<file path="src/rtl/level_builder_pkg.sv">
// Shared memory-game definitions: note encoding, level FSM states and the LFSR mask.
// The audio block reuses LFSR_MASK, so keep it here rather than in lfsr16.
package level_builder_pkg;

  localparam int          NOTE_W    = 4;
  localparam logic [3:0]  NOTE_0    = 4'b0001;
  localparam logic [3:0]  NOTE_1    = 4'b0010;
  localparam logic [3:0]  NOTE_2    = 4'b0100;
  localparam logic [3:0]  NOTE_3    = 4'b1000;
  localparam logic [15:0] LFSR_MASK = 16'hB400;

  typedef enum logic [1:0] {
    IDLE     = 2'd0,
    GEN      = 2'd1,
    READY    = 2'd2,
    COMPLETE = 2'd3
  } state_t;

  function automatic logic [3:0] note_decode(input logic [1:0] sel);
    logic [3:0] n;
    case (sel)
      2'd0:    n = NOTE_0;
      2'd1:    n = NOTE_1;
      2'd2:    n = NOTE_2;
      2'd3:    n = NOTE_3;
      default: n = NOTE_0;
    endcase
    return n;
  endfunction

  function automatic logic [3:0] rotl_note(input logic [3:0] n);
    return {n[2:0], n[3]};
  endfunction

endpackage

</file>
<file path="src/rtl/level_builder_if.sv">
// Level hand-off between level_builder (slave) and the game core (master).
interface level_builder_if #(
  parameter int MAX_NOTES = 4
);
  logic                   new_game;
  logic                   next_level;
  logic [4*MAX_NOTES-1:0] level_data;
  logic [3:0]             level_length;
  logic                   level_ready;
  logic                   game_complete;

  modport master (
    output new_game, next_level,
    input  level_data, level_length, level_ready, game_complete
  );

  modport slave (
    input  new_game, next_level,
    output level_data, level_length, level_ready, game_complete
  );
endinterface

</file>
<file path="src/rtl/level_builder_lfsr16.sv">
// Free-running 16-bit Galois LFSR (right shift); a zero seed is forced to 1
// so the register can never lock up in the all-zero state.
module lfsr16
  import level_builder_pkg::*;
#(
  parameter logic [15:0] SEED = 16'hACE1
) (
  input  logic        clk,
  input  logic        reset,
  output logic [15:0] q
);
  localparam logic [15:0] SEED_EFF = (SEED == 16'h0000) ? 16'h0001 : SEED;

  logic [15:0] r_lfsr;

  // Shift every cycle, folding the mask in whenever a 1 drops out of bit 0
  always_ff @(posedge clk or posedge reset) begin
    if (reset) r_lfsr <= SEED_EFF;
    else       r_lfsr <= {1'b0, r_lfsr[15:1]} ^ (r_lfsr[0] ? LFSR_MASK : 16'h0000);
  end

  assign q = r_lfsr;
endmodule

</file>
<file path="src/rtl/level_builder.sv">
// Builds the growing one-hot note sequence for each round of the memory game.
// One note is appended per GEN cycle; stored nibbles only change on new_game.
module level_builder
  import level_builder_pkg::*;
#(
  parameter int          MAX_NOTES   = 4,
  parameter int          START_NOTES = 1,
  parameter logic [15:0] LFSR_SEED   = 16'hACE1
) (
  input  logic           clk,
  input  logic           reset,
  level_builder_if.slave bus
);
  localparam int         DATA_W    = NOTE_W * MAX_NOTES;
  localparam logic [3:0] MAX_LEN   = 4'(MAX_NOTES);
  localparam logic [3:0] START_LEN = 4'(START_NOTES);

  state_t            r_state;
  logic [DATA_W-1:0] r_data;
  logic [3:0]        r_length;
  logic [3:0]        r_target;
  logic              r_ready;
  logic              r_complete;

  logic [15:0]       w_lfsr;
  logic              w_unused_lfsr;
  logic [3:0]        w_draw;
  logic [3:0]        w_note;
  logic [3:0]        w_length_inc;
  logic [3:0]        w_prev_chain [MAX_NOTES+1];
  logic [DATA_W-1:0] w_data_app;

  lfsr16 #(.SEED(LFSR_SEED)) u_lfsr (
    .clk   (clk),
    .reset (reset),
    .q     (w_lfsr)
  );

  assign w_unused_lfsr   = ^w_lfsr[15:2];
  assign w_length_inc    = r_length + 4'd1;
  assign w_prev_chain[0] = 4'd0;

  // Per nibble: OR-select the last stored note, and build the appended vector
  for (genvar g = 0; g < MAX_NOTES; g++) begin : g_nib
    localparam logic [3:0] IDX = 4'(g);
    assign w_prev_chain[g+1] = w_prev_chain[g] |
      (r_data[DATA_W-1-NOTE_W*g -: NOTE_W] & {NOTE_W{(IDX + 4'd1) == r_length}});
    assign w_data_app[DATA_W-1-NOTE_W*g -: NOTE_W] =
      (IDX == r_length) ? w_note : r_data[DATA_W-1-NOTE_W*g -: NOTE_W];
  end

  // Draw a note and nudge it one position if it would repeat the previous one
  always_comb begin
    w_draw = note_decode(w_lfsr[1:0]);
    if ((r_length != 4'd0) && (w_draw == w_prev_chain[MAX_NOTES])) w_note = rotl_note(w_draw);
    else                                                          w_note = w_draw;
  end

  // Level FSM; new_game overrides everything, including a pending next_level
  always_ff @(posedge clk or posedge reset) begin
    if (reset) begin
      r_state    <= IDLE;
      r_data     <= '0;
      r_length   <= 4'd0;
      r_target   <= 4'd0;
      r_ready    <= 1'b0;
      r_complete <= 1'b0;
    end else if (bus.new_game) begin
      r_state    <= GEN;
      r_data     <= '0;
      r_length   <= 4'd0;
      r_target   <= START_LEN;
      r_ready    <= 1'b0;
      r_complete <= 1'b0;
    end else begin
      case (r_state)
        IDLE: r_state <= IDLE;
        GEN: begin
          r_data   <= w_data_app;
          r_length <= w_length_inc;
          if (w_length_inc == r_target) begin
            r_state <= READY;
            r_ready <= 1'b1;
          end else begin
            r_state <= GEN;
          end
        end
        READY: begin
          if (bus.next_level) begin
            r_ready <= 1'b0;
            if (r_length == MAX_LEN) begin
              r_state    <= COMPLETE;
              r_complete <= 1'b1;
            end else begin
              r_target <= w_length_inc;
              r_state  <= GEN;
            end
          end else begin
            r_state <= READY;
          end
        end
        COMPLETE: r_state <= COMPLETE;
        default: begin
          r_state    <= IDLE;
          r_ready    <= 1'b0;
          r_complete <= 1'b0;
        end
      endcase
    end
  end

  assign bus.level_data    = r_data;
  assign bus.level_length  = r_length;
  assign bus.level_ready   = r_ready;
  assign bus.game_complete = r_complete;
endmodule

</file>
<file path="src/flat_wrapper.sv">
// flat-port wrapper written by rule: the top's interface ports become plain ports
module level_builder_flat import level_builder_pkg::*;
#(
  parameter int          MAX_NOTES   = 4,
  parameter int          START_NOTES = 1,
  parameter logic [15:0] LFSR_SEED   = 16'hACE1
)
  (clk, reset, bus_new_game, bus_next_level, bus_level_data, bus_level_length, bus_level_ready, bus_game_complete);
  level_builder_if #(.MAX_NOTES(MAX_NOTES)) bus_i ();
  input  logic clk;
  input  logic reset;
  input wire logic [$bits(bus_i.new_game)-1:0] bus_new_game;
  input wire logic [$bits(bus_i.next_level)-1:0] bus_next_level;
  output wire logic [$bits(bus_i.level_data)-1:0] bus_level_data;
  output wire logic [$bits(bus_i.level_length)-1:0] bus_level_length;
  output wire logic [$bits(bus_i.level_ready)-1:0] bus_level_ready;
  output wire logic [$bits(bus_i.game_complete)-1:0] bus_game_complete;
  assign bus_i.new_game = bus_new_game;
  assign bus_i.next_level = bus_next_level;
  assign bus_level_data = bus_i.level_data;
  assign bus_level_length = bus_i.level_length;
  assign bus_level_ready = bus_i.level_ready;
  assign bus_game_complete = bus_i.game_complete;
  level_builder #(.MAX_NOTES(MAX_NOTES), .START_NOTES(START_NOTES), .LFSR_SEED(LFSR_SEED)) u_core (.clk(clk), .reset(reset), .bus(bus_i));
endmodule
</file>
<file path="config.mk">
export PLATFORM = sky130hd
export DESIGN_NAME = level_builder_flat
export DESIGN_NICKNAME = d
export VERILOG_FILES = /design/src/rtl/level_builder_pkg.sv /design/src/rtl/level_builder_if.sv /design/src/rtl/level_builder_lfsr16.sv /design/src/rtl/level_builder.sv /design/src/flat_wrapper.sv
export SDC_FILE = /design/constraint.sdc
export NUM_CORES = 1
export LEC_CHECK = 0
export CAP_MARGIN = 10
export CORE_ASPECT_RATIO = 1.2
export CORE_MARGIN = 1.5
export CORE_UTILIZATION = 40
export CTS_CLUSTER_DIAMETER = 30
export DETAILED_ROUTE_END_ITERATION = 8
export PLACE_DENSITY = 0.64
export RECOVER_POWER = 25
export SLEW_MARGIN = 20
export SYNTH_ARGS = -nofsm -noshare
export SYNTH_HDL_FRONTEND = slang
export SYNTH_HIERARCHICAL = 1
export SYNTH_SLANG_ARGS = --single-unit
</file>
<file path="constraint.sdc">
create_clock -name clk -period 3.2 [get_ports clk]
set_input_delay 0.48 -clock clk [delete_from_list [all_inputs] [get_ports clk]]
set_output_delay 0.48 -clock clk [all_outputs]
set_load 0.05 [all_outputs]
</file>
# Word level (Yosys, flattened, before mapping)

Cells that the tools add are included.

Add/subtract/negate cells: 1
Eq/ne operators: 16
Muxes and demuxes: 28
Bitwise logic cells: 8
Reduce and logical (&&, ||, !) cells: 21

Operators by type and width:

| cell                                                | count |
|---|---|
| 2-to-1 mux 16 bit                                   | 3 |
| 2-to-1 mux 4 bit                                    | 11 |
| bitwise AND 4 bit                                   | 4 |
| case mux 4 bit (4 select lines)                     | 1 |
| nonzero test 2 bit                                  | 8 |
| XOR 15 x 16 -> 16 bit                               | 1 |
| OR 4 bit                                            | 3 |
| AND reduction 3 bit                                 | 3 |
| equality test 2 bit, second input constant          | 4 |
| equality test 2 x 4 -> 1 bit, first input constant  | 2 |
| equality test 4 bit                                 | 2 |
| 2-to-1 mux 2 bit                                    | 4 |
| case mux 2 bit (4 select lines)                     | 1 |
| AND reduction 2 bit                                 | 4 |
| 2-to-1 mux 1 bit                                    | 7 |
| adder 4 x 1 -> 4 bit, second input constant         | 1 |
| equality test 1 x 4 -> 1 bit, first input constant  | 1 |
| equality test 2 x 1 -> 1 bit, second input constant | 2 |
| equality test 3 x 4 -> 1 bit, first input constant  | 1 |
| equality test 4 x 3 -> 1 bit, second input constant | 1 |
| logical NOT 2 bit                                   | 2 |
| logical NOT 4 bit                                   | 1 |
| nonzero test 4 bit                                  | 1 |
| != test 3 x 2 -> 1 bit, second input constant       | 1 |
| other kinds (5)                                     | 5 |

Register bits after elaboration: 44
Input port bits: 4
Output and inout bits: 22
Word-level logic and storage cells: 84

# Longest topological paths before layout

Gate-level depths: netlist of the first run.

Depth after elaboration: 11
Gate-level depth with buffers: 9
Mapped depth without buffers: 8

# Cells and area by module

The synthesis of the first run kept the hierarchy.

By module, submodules not included:

| module        | times used | cells an instance | area each (um^2) |
|---|---|---|---|
| level_builder | 1          | 171               | 1595.3 |
| lfsr16        | 1          | 20                | 440.4 |

# Worst setup path after synthesis of the first run

OpenSTA, ideal clock, no wires.

Kind: register -> register
From: reg u_core.r_length[0], in the netlist u_core/bus.level_length[0]
To: reg u_core.r_data[1], in the netlist u_core/bus.level_data[1]
Library setup time: 0.110 ns
Arrival: 2.739 ns
Required time: 3.090 ns
Path slack: 0.351 ns
Stages on the path, launching flop included: 9
Path buffers: 1
Clock period less this slack: 2.849 ns
Path through: dfrtp_1 -> ha_1 -> buf_6 -> a222oi_1 -> a221oi_1 -> o22a_1 -> or3_4 -> mux2i_4 -> o41ai_1

Word-level cells in the longest chain between the ends: 11
Elaborated cells on any way between the ends: 20

Ends and longest elaborated chain:

| item                                                                         | RTL line            | source |
|---|---|---|
| start, declared                                                              | level_builder.sv:20 | `logic [3:0] r_length;` |
| start signal, assigned                                                       | level_builder.sv:80 | `r_length <= w_length_inc;` |
| equality test 1 x 4 -> 1 bit or equality test 2 x 4 -> 1 bit (tied branches) | level_builder.sv:47 | `(r_data[DATA_W-1-NOTE_W*g -: NOTE_W] & {NOTE_W{(IDX + 4'd1) == r_length}});` |
| bitwise AND 4 bit                                                            | level_builder.sv:47 |  |
| OR 4 bit (3 in a row)                                                        | level_builder.sv:46 | `assign w_prev_chain[g+1] = w_prev_chain[g] \|` |
| equality test 4 bit                                                          | level_builder.sv:55 | `if ((r_length != 4'd0) && (w_draw == w_prev_chain[MAX_NOTES])) w_note = rotl_note(w_draw);` |
| logical AND 1 bit                                                            | level_builder.sv:55 |  |
| 2-to-1 mux 4 bit                                                             | level_builder.sv:55 |  |
| 2-to-1 mux 4 bit                                                             | level_builder.sv:49 | `(IDX == r_length) ? w_note : r_data[DATA_W-1-NOTE_W*g -: NOTE_W];` |
| 2-to-1 mux 16 bit                                                            | level_builder.sv:76 | `case (r_state)` |
| 2-to-1 mux 16 bit                                                            | level_builder.sv:68 | `end else if (bus.new_game) begin` |
| end signal, assigned                                                         | level_builder.sv:79 | `r_data <= w_data_app;` |
| end, declared                                                                | level_builder.sv:19 | `logic [DATA_W-1:0] r_data;` |

Parallel ways exist; a longest one is shown, timed or not. The select of a mux whose other input is x is not followed.
A chain may end at the register's enable or synchronous reset.

# Worst setup path in the final report of the first run

Same ends and word-level chain as after synthesis.

==> metrics.txt, run 1 <==
post-synthesis sequential area ratio 54.6%; Row Count 28; Max Fclk 359 MHz; Vias/cell 5.32; Slew Limit Headroom -4.71%; FILL cells 456; critical setup path kind reg2reg; nature of the critical path endpoint flop; final antenna-violating net count 0; Setup Skew 0.00873 ns; Tot GR Track Use 16.5%; CP arrival 2.97 ns; port bufs 25; clock sinks 44; H-tree Lvls 2; Post-CTS Setup Bufs 0; DRC viols 0; Tmin final 2.79 ns; WL met1 1.91 mm; die outline height 81.2 um; top post-synthesis cells by count 36 x dfrtp_1, 24 x nor2_1, 17 x nand2_1, 10 x a211oi_1; setup_tns 0 ns; area taken by multi-input logic gates 845 um^2; Area Overhead vs Synth 19.8%; Syn Nets 199; top post-synthesis cells by area dfrtp_1 44%, dfstp_2 10%, nor2_1 4.4%; final hold violation count 0; Main synth FF type dfrtp_1; initial antenna violation count 0; status finished with violations; core box area 0.00490 mm^2; overflow left after global routing 0; post-synthesis register bit count 44; Required @ worst endpoint 3.38 ns; nets 225; Final period util 87.2%; cts bufs inserted 5; total power 1.94 mW; CTS resizes 0; clock latency at the later pin of the worst-skew pair 0.30 ns; DP Wirelength 3.17 mm; vias in the first global route 1361; cell taking the most area after synthesis dfrtp_1; CTS tree built; largest net degree at the start of global routing 29; Max Slew Vio Count 29; top sig layer met4; finished layout cell area 0.00244 mm^2; number of distinct library cells after synthesis 47; RSZ-0062 raised after global routing false; wire per inst 15.4 um; Placement Cell Area 0.00234 mm^2; share of cells above drive strength 1 10.1%; PwrDens 794 mW/mm^2; Max-Cap Viols 1; met2 WL 2.23 mm; CTS root buf clkbuf_8; DRT iter0 DRCs 44; ant diodes 0; DR pass1 iterations 4; Hold Path Class reg2reg; first-pass GRT wire length 6.74 mm; area of the mapped netlist 0.00204 mm^2; Reg area 0.00111 mm^2; Synth Instances 191; # setup viols final 0; clock slew seen by the registers of the worst setup and hold paths 0.08 ns; Leakage 1.01 nW; failing checks max-capacitance violations, max-slew violations; crit path max fanout 8; Die Wd 68.1 um; FFs w/ async S/R, synth 100%; Die ar. 0.00553 mm^2; Slew @ Worst Pin 1.57 ns; vias 1480; Post-synth EDFFs 0; Synth top area share 44.3%; hold buffers post-CTS 0; count leader, synth dfrtp_1; deepest clock path buffer count 2; met3 wire len 116 um; crit start category flop; io pins 26; number of synthesis warnings 6; average cell area after synthesis 10.7 um^2; GPL Wtd Cong 0.832; final wirelength 4.29 mm; Starting Density 41.5%; worst vdd ir 0.316 mV
## worst max-delay path, stage by stage, from the launching register on
cell and delay (ns):
dfrtp_1 0.49, ha_1 0.35, a222oi_1 0.45, a221oi_1 0.20, o22a_1 0.26, or3_4 0.41
mux2i_4 0.21, o41ai_1 0.31
## layer usage
metal	track usage, %	vias to the layer above
met2	29.0	19
met3	4.16	4
li1	-	725
met1	20.1	732
met4	3.60	0
met5	0	-
## kinds of logic after synthesis
kind of cell,Yosys count,share of synthesized area (%)
AO/OA/AOI/OAI,43,15.9
buffers and inverters,19,3.93
XOR/XNOR,12,5.16
adder cells (fa/ha/maj),4,2.46
multiplexers,5,3.07
flip-flops,44,54.6
AND/OR/NAND/NOR,64,14.9
## per-stage QoR
step / cells / hold WS [ns] / setup slack, ns / utilization, %
after floorplan: 191 / 0.331 / 0.351 / -
after global placement: 270 / 0.336 / 0.551 / 47.8
after detailed placement: 270 / 0.337 / 0.450 / 47.8
after CTS: 278 / 0.356 / 0.419 / 49.8
after global routing: 278 / 0.369 / 0.287 / 49.7
final: 278 / 0.354 / 0.411 / 49.7
## state kept, by name, indices dropped and copies added, names as in the netlist
| name | count |
|---|---|
| u_core/r_target | 4 |
| u_core/bus.game_complete | 1 |
| u_core/u_lfsr/q | 16 |
| u_core/bus.level_ready | 1 |
| u_core/bus.level_length | 4 |
| u_core/bus.level_data | 16 |
| u_core/r_state | 2 |
## layout by cell type (no fill, tap or decap), drive strengths merged, types with 4 or more instances in the layout
master	synthesis	layout
nand2	17	17
ha	4	4
clkdlybuf4s50	0	24
mux2i	5	5
clkbuf	8	7
nand3	4	4
a21oi	7	7
xor2	9	9
dfrtp	36	36
dfstp	8	8
nor2	24	24
and2	4	4
inv	9	9
a211oi	10	10
## worst paths after layout
kind	startpoint	to	cells past startpoint	slack, ns
min in group asynchronous	reset	u_core/u_lfsr/q[9]$_DFF_PP0_	2	0.68
max reg2reg	u_core/bus.level_length[0]$_DFFE_PP0P_	u_core/bus.level_data[1]$_DFFE_PP0P_	7	0.41
min reg2reg	u_core/u_lfsr/q[4]$_DFF_PP0_	u_core/u_lfsr/q[3]$_DFF_PP0_	0	0.35
min	u_core/u_lfsr/q[4]$_DFF_PP0_	u_core/u_lfsr/q[3]$_DFF_PP0_	0	0.35
max in group asynchronous	reset	u_core/bus.level_data[2]$_DFFE_PP0P_	3	1.10
max	u_core/bus.level_length[0]$_DFFE_PP0P_	u_core/bus.level_data[1]$_DFFE_PP0P_	7	0.41
## where the power goes
part / total (mW) / switching, mW / leakage (nW) / internal (mW)
clock: 0.362 / 0.187 / 0.0434 / 0.175
sequential: 0.706 / 0.0843 / 0.570 / 0.622
combinational: 0.869 / 0.549 / 0.401 / 0.320
total: 1.94 / 0.820 / 1.01 / 1.12
## final cells by class
class	count	area share, %
clock inverters	2	0.616
repair buffers	29	11.3
well taps	60	3.08
clock buffers	6	3.39
flip-flops and latches	44	45.6
multi-input cells	128	34.6
inverters	9	1.39
Note: power is estimated with default switching activity, not from simulation.
==> inputs of run 2 (changes only) <==
--- a/config.mk
+++ b/config.mk
@@ -10,11 +10,11 @@
 export CORE_MARGIN = 1.5
 export CORE_UTILIZATION = 40
+export CTS_BUF_LIST = sky130_fd_sc_hd__clkbuf_2
 export CTS_CLUSTER_DIAMETER = 30
 export DETAILED_ROUTE_END_ITERATION = 8
-export PLACE_DENSITY = 0.64
+export PLACE_DENSITY = 0.63
 export RECOVER_POWER = 25
 export SLEW_MARGIN = 20
 export SYNTH_ARGS = -nofsm -noshare
 export SYNTH_HDL_FRONTEND = slang
-export SYNTH_HIERARCHICAL = 1
 export SYNTH_SLANG_ARGS = --single-unit
==> constraint.sdc (replaced) <==
create_clock -name clk -period 3.2 [get_ports clk]
set_input_delay 0.48 -clock clk [delete_from_list [all_inputs] [get_ports clk]]
set_output_delay 0.48 -clock clk [all_outputs]
set_load 0.01 [all_outputs]
==> metrics.txt, run 2 <==
Hold Path Class reg2reg; CTS tree built; number of distinct library cells after synthesis 42 (-11%); Required @ worst endpoint 3.51 ns (+0.13 ns); vias in the first global route 1647 (+21%); post-synthesis register bit count 44 (unchanged); total power 1.66 mW (-14%); count leader, synth dfrtp_1; met2 Usage GRT 27.0% (-2.0 points); H-tree Lvls 2 (unchanged); core box area 0.00530 mm^2 (+8.0%); GR peak layer met2; Final period util 85.1% (-2.0 points); M1 GR Usage 24.5% (+4.4 points); Slew Limit Headroom 27.3% (+32 points); # setup viols final 0 (unchanged); deepest clock path buffer count 2 (unchanged); worst-case reg-to-reg path depth 8 (+1); share of cells above drive strength 1 9.36% (-0.73 points); nature of the critical path endpoint flop; DR pass1 iterations 4 (unchanged); die outline height 84.2 um (+3.7%); final wirelength 4.95 mm (+15%); Die ar. 0.00595 mm^2 (+7.6%); critical setup path kind reg2reg; DP Worst Slack 0.546 ns (+0.0961 ns); crit path capture u_core.bus.level_data[9]$_DFFE_PP0P_; CP arrival 3.04 ns (+0.07 ns); clock latency at the later pin of the worst-skew pair 0.41 ns (+0.11 ns); Final Worst Setup Slack 0.476 ns (+0.0651 ns); number of synthesis warnings 0 (-6); GPL Wtd Cong 0.866 (+4.1%); largest net degree at the start of global routing 30 (+3.4%); Tmin final 2.72 ns (-0.0651 ns); post-synthesis sequential area ratio 50.6% (-4.0 points); initial antenna violation count 0 (unchanged); setup_tns 0 ns (unchanged); first-pass GRT wire length 8.28 mm (+23%); final hold violation count 0 (unchanged); worst vdd ir 0.280 mV (-11%); Max Fclk 367 MHz (+2.4%); CTS resizes 0 (unchanged); Leakage 1.08 nW (+6.7%); Slew @ Worst Pin 1.09 ns (-0.482 ns); io pins 26 (unchanged); hold buffers post-CTS 0 (unchanged); DP Wirelength 3.43 mm (+8.2%); Max-Cap Viols 0 (-1); Synth Instances 214 (+12%); Main synth FF type dfrtp_1; wire per inst 16.7 um (+8.0%); nets 243 (+8.0%); grt met3 use 3.24% (-0.91 points); overflow left after global routing 0 (unchanged); DRC viols 0 (unchanged); ant diodes 0 (unchanged); cell taking the most area after synthesis dfrtp_1; port bufs 25 (unchanged); status finished clean; Vias/cell 5.80 (+9.0%); cts bufs inserted 5 (unchanged); crit path from u_core.bus.level_length[0]$_DFFE_PP0P_; Area Overhead vs Synth 16.3%; top post-synthesis cells by area dfrtp_1 41%, dfstp_2 9.6%, a221o_1 5.5%; top post-synthesis cells by count 36 x dfrtp_1, 27 x nor2_1, 17 x nand2_1, 12 x a221o_1, 11 x a21oi_1; Setup Skew 0.00970 ns (+0.000974 ns); Post-CTS Setup Bufs 0 (unchanged); Row Count 29 (+3.6%); crit path max fanout 13 (+5); clock sinks 44 (unchanged); CTS root buf clkbuf_2; RSZ-0062 raised after global routing false; final antenna-violating net count 0 (unchanged); flop2flop setup slack 0.48 ns (+0.07 ns); area of the mapped netlist 0.00220 mm^2 (+7.9%); average cell area after synthesis 10.3 um^2 (-3.7%); most frequent cells in the layout 36 x dfrtp_1, 27 x nor2_1, 24 x clkdlybuf4s50_1; commonest non-fill, non-tap cell in the layout dfrtp_1; Syn Nets 222 (+12%); FFs w/ async S/R, synth 100% (unchanged); reg2reg start u_core.bus.level_length[0]$_DFFE_PP0P_; r2r endpoint u_core.bus.level_data[9]$_DFFE_PP0P_; fin util 48.2% (-1.5 points); Starting Density 41.5% (about the same); PwrDens 651 mW/mm^2 (-18%); crit start category flop; Synth top area share 41.0% (-3.3 points); hold path cells 0 (unchanged); Tot GR Track Use 17.6% (+1.1 points); DRT iter0 DRCs 146 (+230%); clock slew seen by the registers of the worst setup and hold paths 0.21 ns (+0.13 ns); vias 1724 (+16%); Post-synth EDFFs 0 (unchanged); Max Slew Vio Count 0 (-100%); Die Wd 70.7 um (+3.7%)
==> run 2: worst min-delay path by stage <==
stage | startpoint | to | slack, ns
detailed placement | u_core.u_lfsr.q[4]$_DFF_PP0_ | u_core.u_lfsr.q[3]$_DFF_PP0_ | 0.33
finish | u_core.u_lfsr.q[6]$_DFF_PP1_ | u_core.u_lfsr.q[5]$_DFF_PP1_ | 0.37
global placement | u_core.u_lfsr.q[2]$_DFF_PP0_ | u_core.u_lfsr.q[1]$_DFF_PP0_ | 0.33
CTS | u_core.u_lfsr.q[6]$_DFF_PP1_ | u_core.u_lfsr.q[5]$_DFF_PP1_ | 0.37
floorplan | u_core.u_lfsr.q[2]$_DFF_PP0_ | u_core.u_lfsr.q[1]$_DFF_PP0_ | 0.33
global route | u_core.u_lfsr.q[8]$_DFF_PP0_ | u_core.u_lfsr.q[7]$_DFF_PP1_ | 0.38
==> run 2: area by class of cell <==
type | instances | area, um^2
Clock buffer | 5 | 25.0
Fill cell | 500 | 2740
Inverter | 6 | 22.5
Timing Repair Buffer | 27 | 265
Sequential cell | 44 | 1110
Multi-Input combinational cell | 151 | 993
Clock inverter | 2 | 60.1
Tap cell | 62 | 77.6
==> run 2: metal layers <==
metal	vias to the layer above	wire [um]
met2	58	2330
met1	833	2250
met5	-	0
met3	12	240
met4	0	125
li1	821	-
==> run 2: where the power goes <==
group / switching [mW] / internal (mW)
Clock: 0.177 / 0.206
Sequential: 0.0702 / 0.605
Combinational: 0.369 / 0.238
==> run 2: per-stage QoR <==
| stage | instances | area, um^2 | hold slack [ns] |
|---|---|---|---|
| floorplan | 214 | 2200 | 0.331 |
| global placement | 290 | 2470 | 0.334 |
| detailed placement | 290 | 2470 | 0.335 |
| CTS | 297 | 2550 | 0.374 |
| global route | 297 | 2550 | 0.379 |
| finish | 297 | 2550 | 0.371 |
==> run 2: cell families after synthesis <==
family	share of synthesized area, %
compound gates	21.2
xor+xnor	4.39
fa+ha+maj	2.28
buf+inv	4.21
flops	50.6
mux	1.37
simple gates	16.0
==> run 2: worst max-delay path: stages (launching register included) <==
cell and delay [ns]:
dfrtp_1 0.53, inv_1 0.14, ha_1 0.29, a22oi_1 0.28
a211oi_1 0.16, o211a_1 0.25, or3_4 0.41, and3_4 0.24
a221o_1 0.33
==> inputs of run 3 (changes only) <==
Settings changed: TNS_END_PERCENT set to 10.
==> results of run 3 <==
No change in the layout: final DEF, timing and power equal those of run 2.
